==> src/rtl/kmeans_acc_block_param_if.sv <==
`default_nettype none
// ============================================================================
//  Module   : kmeans_acc_block_param_if
//  Purpose  : Sample-in / centroid-drain bundle for the k-means accumulator.
//             The slave side is the accumulator. The master side is the
//             surrounding pipeline, which supplies samples and consumes
//             drain records.
//  Revision : 1.0 - initial release
// ============================================================================
interface kmeans_acc_block_param_if #(
    parameter int centroid_qty_bits        = 2,
    parameter int dims                     = 2,
    parameter int input_data_width         = 8,
    parameter int input_data_qty_bit_width = 8,
    parameter int acc_width                = 16
) ();

    // Phase control
    logic                                  start;
    logic                                  busy;
    logic                                  done;

    // Sample input from the distance pipeline
    logic                                  in_valid;
    logic                                  in_last;
    logic [dims*input_data_width-1:0]      in_data;
    logic [centroid_qty_bits-1:0]          in_centroid;

    // Drain output to the centroid-update stage
    logic                                  out_valid;
    logic                                  out_ready;
    logic [centroid_qty_bits-1:0]          out_centroid;
    logic [dims*acc_width-1:0]             out_acc;
    logic [input_data_qty_bit_width:0]     out_count;
    logic                                  out_empty;
    logic                                  out_overflow;

    modport master (
        output start, in_valid, in_last, in_data, in_centroid, out_ready,
        input  busy, done, out_valid, out_centroid, out_acc, out_count,
               out_empty, out_overflow
    );

    modport slave (
        input  start, in_valid, in_last, in_data, in_centroid, out_ready,
        output busy, done, out_valid, out_centroid, out_acc, out_count,
               out_empty, out_overflow
    );

endinterface
`default_nettype wire

==> src/rtl/kmeans_acc_block_param.sv <==
`default_nettype none
// ============================================================================
//  Module   : kmeans_acc_block_param
//  Purpose  : Parametrised k-means centroid accumulator. It sums samples per
//             centroid and per dimension, with saturating sums and counts and
//             sticky overflow flags. After the last sample it drains one
//             record per centroid through a valid/ready handshake.
//  Revision : 1.0 - initial release
// ============================================================================
module kmeans_acc_block_param #(
    parameter int centroid_qty_bits        = 2,
    parameter int dims                     = 2,
    parameter int input_data_width         = 8,
    parameter int input_data_qty_bit_width = 8,
    parameter int acc_width                = 16
) (
    input  wire logic                 clk,
    input  wire logic                 rst,
    kmeans_acc_block_param_if.slave   bus
);

    // acc_width must be at least input_data_width. A single sample is
    // zero-extended and added, so the carry-out bit alone flags overflow.
    localparam int k_qty     = 1 << centroid_qty_bits;
    localparam int cnt_width = input_data_qty_bit_width + 1;
    localparam int pad_width = acc_width + 1 - input_data_width;
    localparam logic [centroid_qty_bits-1:0] last_idx = '1;

    typedef enum logic [1:0] {
        IDLE  = 2'd0,
        ACC   = 2'd1,
        DRAIN = 2'd2,
        DONE  = 2'd3
    } state_t;

    state_t                          state;
    state_t                          state_next;
    logic [centroid_qty_bits-1:0]    drain_idx;

    logic                            clear;
    logic                            accept;
    logic                            fire;
    logic                            draining;

    // Per-centroid views of the storage, used by the drain multiplexer
    logic [dims*acc_width-1:0]       acc_row [k_qty];
    logic [cnt_width-1:0]            cnt_row [k_qty];
    logic [k_qty-1:0]                ovf_row;

    assign clear    = (state == IDLE)  && bus.start;
    assign accept   = (state == ACC)   && bus.in_valid;
    assign draining = (state == DRAIN);
    assign fire     = draining && bus.out_ready;

    // Phase state register
    always_ff @(posedge clk or negedge rst) begin
        if (!rst) begin
            state <= IDLE;
        end else begin
            state <= state_next;
        end
    end

    // Phase transitions: start -> accumulate -> drain K records -> done pulse
    always_comb begin
        state_next = state;
        case (state)
            IDLE:    if (bus.start)                        state_next = ACC;
            ACC:     if (bus.in_valid && bus.in_last)      state_next = DRAIN;
            DRAIN:   if (bus.out_ready && drain_idx == last_idx) state_next = DONE;
            DONE:    state_next = IDLE;
            default: state_next = IDLE;
        endcase
    end

    // Drain index: rewinds on the last sample and advances on each handshake
    always_ff @(posedge clk or negedge rst) begin
        if (!rst) begin
            drain_idx <= '0;
        end else if (accept && bus.in_last) begin
            drain_idx <= '0;
        end else if (fire) begin
            drain_idx <= drain_idx + 1'b1;
        end
    end

    for (genvar k = 0; k < k_qty; k++) begin : g_cent
        logic                       hit;
        logic                       cnt_full;
        logic [dims-1:0]            dim_ovf;
        logic [dims*acc_width-1:0]  acc_q;
        logic [dims*acc_width-1:0]  acc_d;
        logic [cnt_width-1:0]       cnt_q;
        logic                       ovf_q;

        assign hit      = accept && (bus.in_centroid == centroid_qty_bits'(k));
        assign cnt_full = &cnt_q;

        for (genvar d = 0; d < dims; d++) begin : g_dim
            logic [acc_width:0] data_ext;
            logic [acc_width:0] sum;

            assign data_ext = {{pad_width{1'b0}},
                               bus.in_data[d*input_data_width +: input_data_width]};
            assign sum      = {1'b0, acc_q[d*acc_width +: acc_width]} + data_ext;
            assign dim_ovf[d] = sum[acc_width];
            assign acc_d[d*acc_width +: acc_width] =
                sum[acc_width] ? {acc_width{1'b1}} : sum[acc_width-1:0];
        end

        // Single-cycle read-modify-write of this centroid's sums, count and flag
        always_ff @(posedge clk or negedge rst) begin
            if (!rst) begin
                acc_q <= '0;
                cnt_q <= '0;
                ovf_q <= 1'b0;
            end else if (clear) begin
                acc_q <= '0;
                cnt_q <= '0;
                ovf_q <= 1'b0;
            end else if (hit) begin
                acc_q <= acc_d;
                if (!cnt_full) begin
                    cnt_q <= cnt_q + 1'b1;
                end
                if ((|dim_ovf) || cnt_full) begin
                    ovf_q <= 1'b1;
                end
            end
        end

        assign acc_row[k] = acc_q;
        assign cnt_row[k] = cnt_q;
        assign ovf_row[k] = ovf_q;
    end

    // Drain record is read straight from storage and is forced to zero outside DRAIN
    assign bus.out_valid    = draining;
    assign bus.out_centroid = draining ? drain_idx          : '0;
    assign bus.out_acc      = draining ? acc_row[drain_idx] : '0;
    assign bus.out_count    = draining ? cnt_row[drain_idx] : '0;
    assign bus.out_empty    = draining && (cnt_row[drain_idx] == '0);
    assign bus.out_overflow = draining && ovf_row[drain_idx];
    assign bus.busy         = (state != IDLE);
    assign bus.done         = (state == DONE);

endmodule
`default_nettype wire
==> src/flat_wrapper.sv <==
// flat-port wrapper written by rule: the top's interface ports become plain ports
module kmeans_acc_block_param_flat 
#(
    parameter int centroid_qty_bits        = 2,
    parameter int dims                     = 2,
    parameter int input_data_width         = 8,
    parameter int input_data_qty_bit_width = 8,
    parameter int acc_width                = 16
)
  (clk, rst, bus_start, bus_in_valid, bus_in_last, bus_in_data, bus_in_centroid, bus_out_ready, bus_busy, bus_done, bus_out_valid, bus_out_centroid, bus_out_acc, bus_out_count, bus_out_empty, bus_out_overflow);
  kmeans_acc_block_param_if #(.centroid_qty_bits(centroid_qty_bits), .dims(dims), .input_data_width(input_data_width), .input_data_qty_bit_width(input_data_qty_bit_width), .acc_width(acc_width)) bus_i ();
  input  wire logic clk;
  input  wire logic rst;
  input wire logic [$bits(bus_i.start)-1:0] bus_start;
  input wire logic [$bits(bus_i.in_valid)-1:0] bus_in_valid;
  input wire logic [$bits(bus_i.in_last)-1:0] bus_in_last;
  input wire logic [$bits(bus_i.in_data)-1:0] bus_in_data;
  input wire logic [$bits(bus_i.in_centroid)-1:0] bus_in_centroid;
  input wire logic [$bits(bus_i.out_ready)-1:0] bus_out_ready;
  output wire logic [$bits(bus_i.busy)-1:0] bus_busy;
  output wire logic [$bits(bus_i.done)-1:0] bus_done;
  output wire logic [$bits(bus_i.out_valid)-1:0] bus_out_valid;
  output wire logic [$bits(bus_i.out_centroid)-1:0] bus_out_centroid;
  output wire logic [$bits(bus_i.out_acc)-1:0] bus_out_acc;
  output wire logic [$bits(bus_i.out_count)-1:0] bus_out_count;
  output wire logic [$bits(bus_i.out_empty)-1:0] bus_out_empty;
  output wire logic [$bits(bus_i.out_overflow)-1:0] bus_out_overflow;
  assign bus_i.start = bus_start;
  assign bus_i.in_valid = bus_in_valid;
  assign bus_i.in_last = bus_in_last;
  assign bus_i.in_data = bus_in_data;
  assign bus_i.in_centroid = bus_in_centroid;
  assign bus_i.out_ready = bus_out_ready;
  assign bus_busy = bus_i.busy;
  assign bus_done = bus_i.done;
  assign bus_out_valid = bus_i.out_valid;
  assign bus_out_centroid = bus_i.out_centroid;
  assign bus_out_acc = bus_i.out_acc;
  assign bus_out_count = bus_i.out_count;
  assign bus_out_empty = bus_i.out_empty;
  assign bus_out_overflow = bus_i.out_overflow;
  kmeans_acc_block_param #(.centroid_qty_bits(centroid_qty_bits), .dims(dims), .input_data_width(input_data_width), .input_data_qty_bit_width(input_data_qty_bit_width), .acc_width(acc_width)) u_core (.clk(clk), .rst(rst), .bus(bus_i));
endmodule
==> config.mk <==
export PLATFORM = sky130hd
export DESIGN_NAME = kmeans_acc_block_param_flat
export DESIGN_NICKNAME = d
export VERILOG_FILES = /design/src/rtl/kmeans_acc_block_param_if.sv /design/src/rtl/kmeans_acc_block_param.sv /design/src/flat_wrapper.sv
export SDC_FILE = /design/constraint.sdc
export NUM_CORES = 1
export LEC_CHECK = 0
export CAP_MARGIN = 20
export CORE_AREA = 2 2 202 105
export DETAILED_ROUTE_END_ITERATION = 12
export DIE_AREA = 0 0 204 107
export PLACE_DENSITY_LB_ADDON = 0.05
export SYNTH_ARGS = -nofsm -noshare
export SYNTH_HDL_FRONTEND = slang
export SYNTH_SLANG_ARGS = --single-unit
export TNS_END_PERCENT = 5
==> constraint.sdc <==
create_clock -name clk -period 5.6 [get_ports clk]
set_input_delay 0.56 -clock clk [delete_from_list [all_inputs] [get_ports clk]]
set_output_delay 0.56 -clock clk [all_outputs]
set_load 0.01 [all_outputs]
### After elaboration in Yosys (flattened, before gate mapping)

Cells that the tools add are included.

* word-level logic and storage cells: 147
* register bits: 172
* input port bits: 24
* output and inout bits: 48

* bitwise logic cells: 1
* reduce and logical (&&, ||, !) cells: 46
* mux-type cells: 57
* $lt $le $gt $ge: 2
* $add $sub $neg: 13
* equal/unequal tests: 14

Operators with widths (number)
* 32-bit 2-to-1 mux: 11
* 16-bit by 8-bit adder with 17-bit output: 8
* 9-bit 2-to-1 mux: 15
* 16-bit 2-to-1 mux: 8
* 32-bit binary-select mux with 2-bit select: 1
* 9-bit by 1-bit adder with 9-bit output (second input constant): 4
* 9-bit AND reduction: 4
* 2-bit nonzero test: 10
* 9-bit binary-select mux with 2-bit select: 1
* 2-bit AND reduction: 8
* 1-bit 2-to-1 mux: 13
* 1-bit logical AND: 12
* 2-bit 2-to-1 mux: 6
* 2-bit equality test (second input constant): 5
* 9-bit zero test: 1
* 2-bit by 1-bit inequality test with 1-bit output (second input constant): 4
* 2-bit one-hot mux with 4 select lines: 1
* 2-bit OR reduction: 4
* 2-bit inequality test (second input constant): 3
* 2-bit by 1-bit equality test with 1-bit output (second input constant): 2
* 2-bit zero test: 2
* 1-bit logical OR: 4
* 3-bit greater-or-equal comparator (second input constant): 1
* 2-bit by 3-bit less-than comparator with 1-bit output (second input constant): 1
* other kinds (4): 4

### Longest topological paths before layout

* word-level depth: 6
* mapped depth: 10
* gate-level depth less buffers: 9

### Worst setup path before layout

OpenSTA, ideal clock, no wires.

* path type: input-to-reg
* from: in bus_in_data[0]
* to: reg u_core.g_cent[3].acc_q[14]
* buffers on the path: 0
* arrival: 2.515 ns
* stages: 8
* slack: 2.991 ns
* cells stage by stage: ha_1 > fa_1 > a211oi_1 > o21ai_0 > a211oi_1 > nor2_1 > nor4b_1 > a211oi_1

* cells in the longest elaborated chain, start to end: 4

RTL lines
* start: declaration: line flat_wrapper.sv:17 `input wire logic [$bits(bus_i.in_data)-1:0] bus_in_data;`
* 16-bit by 8-bit adder with 17-bit output: line kmeans_acc_block_param.sv:105 `assign sum = {1'b0, acc_q[d*acc_width +: acc_width]} + data_ext;`
* 16-bit 2-to-1 mux: line kmeans_acc_block_param.sv:108 `sum[acc_width] ? {acc_width{1'b1}} : sum[acc_width-1:0];`
* 32-bit 2-to-1 mux: line kmeans_acc_block_param.sv:121 `end else if (hit) begin`
* 32-bit 2-to-1 mux: line kmeans_acc_block_param.sv:117 `end else if (clear) begin`
* end signal: assignment: line kmeans_acc_block_param.sv:114 `acc_q <= '0;`
* end signal: assignment: line kmeans_acc_block_param.sv:118 `acc_q <= '0;`
* end signal: assignment: line kmeans_acc_block_param.sv:122 `acc_q <= acc_d;`
* end: declaration: line kmeans_acc_block_param.sv:91 `logic [dims*acc_width-1:0] acc_q;`

No other way between the ends. The select of a mux whose other input is x is not followed.
A chain may end at the register's enable or synchronous reset.

### Final worst setup path

* from: reg u_core.drain_idx[0]
* to: out bus_out_acc[10]

* cells in the longest elaborated chain, start to end: 5

RTL lines
* start: declaration: line kmeans_acc_block_param.sv:38 `logic [centroid_qty_bits-1:0] drain_idx;`
* start signal: assignment: line kmeans_acc_block_param.sv:83 `drain_idx <= drain_idx + 1'b1;`
* 2-bit NOT with 3-bit output (implied by the code): line kmeans_acc_block_param.sv:140 `assign bus.out_acc = draining ? acc_row[drain_idx] : '0;`
* 32-bit binary-select mux with 2-bit select: line kmeans_acc_block_param.sv:140
* 32-bit 2-to-1 mux (implied by the code) (2 in a row): line kmeans_acc_block_param.sv:140
* 32-bit 2-to-1 mux: line kmeans_acc_block_param.sv:140
* end: declaration: line flat_wrapper.sv:24 `output wire logic [$bits(bus_i.out_acc)-1:0] bus_out_acc;`

No other way between the ends. The select of a mux whose other input is x is not followed.

==> results.json <==
{
  "routed_via_density": 6.647,
  "drt_iter0_markers": 1337,
  "avgRoutedWirePerCell_um": 22.70,
  "cts_tree": "built",
  "synth_seq_cells": 172,
  "setup_violations": 0,
  "synth_area_per_cell_um2": 9.484,
  "grt.overflow.total": 0,
  "drive_above_1_share_pct": 8.110,
  "grt-busiest-layer": "met1",
  "drv_slew": 0,
  "worst_slew_pin_slew_ns": 1.069,
  "regToRegEndpoint": "u_core.g_cent[0].acc_q[13]",
  "synth-edff-count": 0,
  "yosysTopAreaCellShare_pct": 36.28,
  "area_delta_synth_final_pct": 12.88,
  "clk_pin_slew_worst_paths_ns": 0.06,
  "dieArea_um2": 21830,
  "netlist_top_cells_count": "dfrtp_1 (172), nor2_1 (126), o21ai_0 (106), a21oi_1 (88), ha_1 (78)",
  "regToRegSetupSlack_ns": 2.43,
  "critPathSlowestCell": "dfrtp_2",
  "die_x_um": 204,
  "fin_util_pct": 66.65,
  "drt_first_pass_iters": 5,
  "antenna_found_initial": 0,
  "start_kind": "register",
  "syn-cell-area_um2": 11860,
  "hold_buffers": 0,
  "rsz0062_at_grt": "false",
  "hold_viol_final": 0,
  "grt_util_met3_pct": 11.58,
  "dp.cells": 1548,
  "cts_buffers": 17,
  "fin_cells": 1580,
  "rows": 37,
  "hp-class": "in -> async",
  "ys_top_cells_by_area": "dfrtp_1 (36%), ha_1 (8.2%), mux4_2 (8.0%)",
  "yosysWarnings": 0,
  "use_met2_pct": 39.99,
  "synth_nets": 1361,
  "portBuffers": 71,
  "cts_resized": 0,
  "ant_nets": 0,
  "leakage_nw": 5.774,
  "ir_worst_vdd_uv": 296.3,
  "drc": 0,
  "dp_hpwl_mm": 26.12,
  "initial_utilization_pct": 59.05,
  "worstPathMaxFanout": 23,
  "clk_latency_ns": 0.45,
  "die_h_um": 107,
  "fp.coreArea_um2": 20090,
  "clock_sink_count": 172,
  "cts-root-buf": "clkbuf_16",
  "crit_path_end_kind": "output pin",
  "slew_headroom_pct": 28.26,
  "wirelength_mm": 35.86,
  "fin_area_um2": 13390,
  "pin_count": 72,
  "htreeDepth": 4,
  "post_cts_buffers": 0,
  "yosysTopAreaCell": "dfrtp_1",
  "arrival_ns": 3.17,
  "r2r-start": "u_core.g_cent[0].acc_q[0]",
  "fmax_mhz": 268.4,
  "crit_chain": "buf_4, mux4_2, and2_1, clkdlybuf4s50_1",
  "fin_skew_ns": 0.007396,
  "num_antenna_cells": 0,
  "p_per_area_nw_per_um2": 372.1,
  "cpPeakStageDelay_ns": 0.87,
  "ys.flop_type": "dfrtp_1",
  "power_mw": 4.983,
  "vias": 10502,
  "period_minus_slack_ns": 3.726,
  "clockBufferDepth": 2,
  "maxCapViolCount": 0,
  "grt_pass1_vias": 9342,
  "place_congestion": 0.9048,
  "path_buf_inv": 2,
  "netlist_instances": 1251,
  "synth_cell_type_count": 67,
  "required_ns": 5.04,
  "fin_ws_ns": 1.874,
  "grt_pass1_wl_mm": 55.95,
  "async_reset_ff_share_pct": 100.0,
  "reg2regPathDepth": 8,
  "grt_max_degree": 81,
  "period_share_pct": 66.54,
  "status": "finished clean",
  "grtUsageTotal_pct": 34.16,
  "nets": 1406,
  "yosysSeqAreaShare_pct": 36.28,
  "grt_util_met1_pct": 57.55,
  "hold_ws_ns": 0.1056,
  "worstSetupPathType": "reg -> out",
  "setup_tns_ns": 0,
  "dpl-instance-area_um2": 12790,
  "cpLargestDelayFamily": "buffers and inverters",
  "dp_slack_ns": 1.744,
  "yosysMostFrequentCell": "dfrtp_1"
}
## area by class of cell
class                      instances  area (um2)
clock buffer                      24       491.7
clock inverter                     6       86.33
fill                            1608        6700
inverter                          16       60.06
multi-input combinational       1002        7269
sequential                       172        4307
tap                              273       341.6
timing repair buffer              87       835.8
## power breakdown
group          internal (mW)  switching, mW  total [mW]
Clock                  0.698          0.502        1.20
Combinational          0.896           1.17        2.07
Sequential              1.43          0.285        1.72
## worst register-to-register path, delay by kind of cell, from the launching register on
family / cells / cell delay, ns
simple gates: 2 / 0.42
flops: 1 / 0.41
fa+ha+maj: 2 / 0.66
compound gates: 4 / 1.52
## sequential cells by signal, indices dropped and copies added, names as in the netlist
name / cells
u_core.drain_idx: 2
u_core.g_cent.acc_q: 128
u_core.g_cent.cnt_q: 36
u_core.g_cent.ovf_q: 4
u_core.state: 2
## cells by family after synthesis
kind of cell	count (synthesis)	share of synthesized area [%]
compound gates	361	18.73
xor+xnor	69	5.094
fa+ha+maj	86	9.576
buf+inv	77	2.605
flops	172	36.28
mux	48	8.479
simple gates	438	19.24
## layer usage
metal	vias to the layer above	part of all wire, %
met3	28	13
met1	5029	50
li1	4824	-
met2	621	36
met5	-	0
met4	0	1.1
## cell usage in the layout, fill, tap and decap left out, types with 5 or more instances in the layout
cell / instances
buf_4: 15
a41oi_1: 5
inv_1: 16
a211oi_1: 22
nand3_1: 34
o22ai_1: 11
and2_1: 51
a21o_1: 14
clkdlybuf4s50_1: 70
ha_1: 77
o21bai_1: 6
mux4_2: 42
xor2_1: 42
mux2i_1: 6
nor2_1: 126
and4_1: 9
a31oi_1: 49
nand2b_1: 6
nand2_1: 59
a311oi_1: 18
nor2b_1: 13
and4b_1: 5
nor3_1: 50
nand4_1: 12
fa_1: 8
and3_1: 22
dfrtp_1: 170
a21oi_1: 88
nor4_1: 14
o21a_1: 12
or3_1: 6
xnor2_1: 27
o21ai_0: 106
clkbuf_16: 17
## worst max-delay path by stage
stage               slack (ns)                          to                 from  cells after the start
floorplan                 2.99  u_core.g_cent[3].acc_q[14]       bus_in_data[0]                      8
global placement          1.82  u_core.g_cent[0].acc_q[13]       bus_in_data[1]                      8
detailed placement        1.74  u_core.g_cent[3].acc_q[25]       bus_in_data[9]                      8
CTS                       1.77             bus_out_acc[11]  u_core.drain_idx[0]                      4
global route              1.63             bus_out_acc[27]  u_core.drain_idx[0]                      4
finish                    1.87             bus_out_acc[10]  u_core.drain_idx[0]                      4
Power figures use the tool's default switching activity.
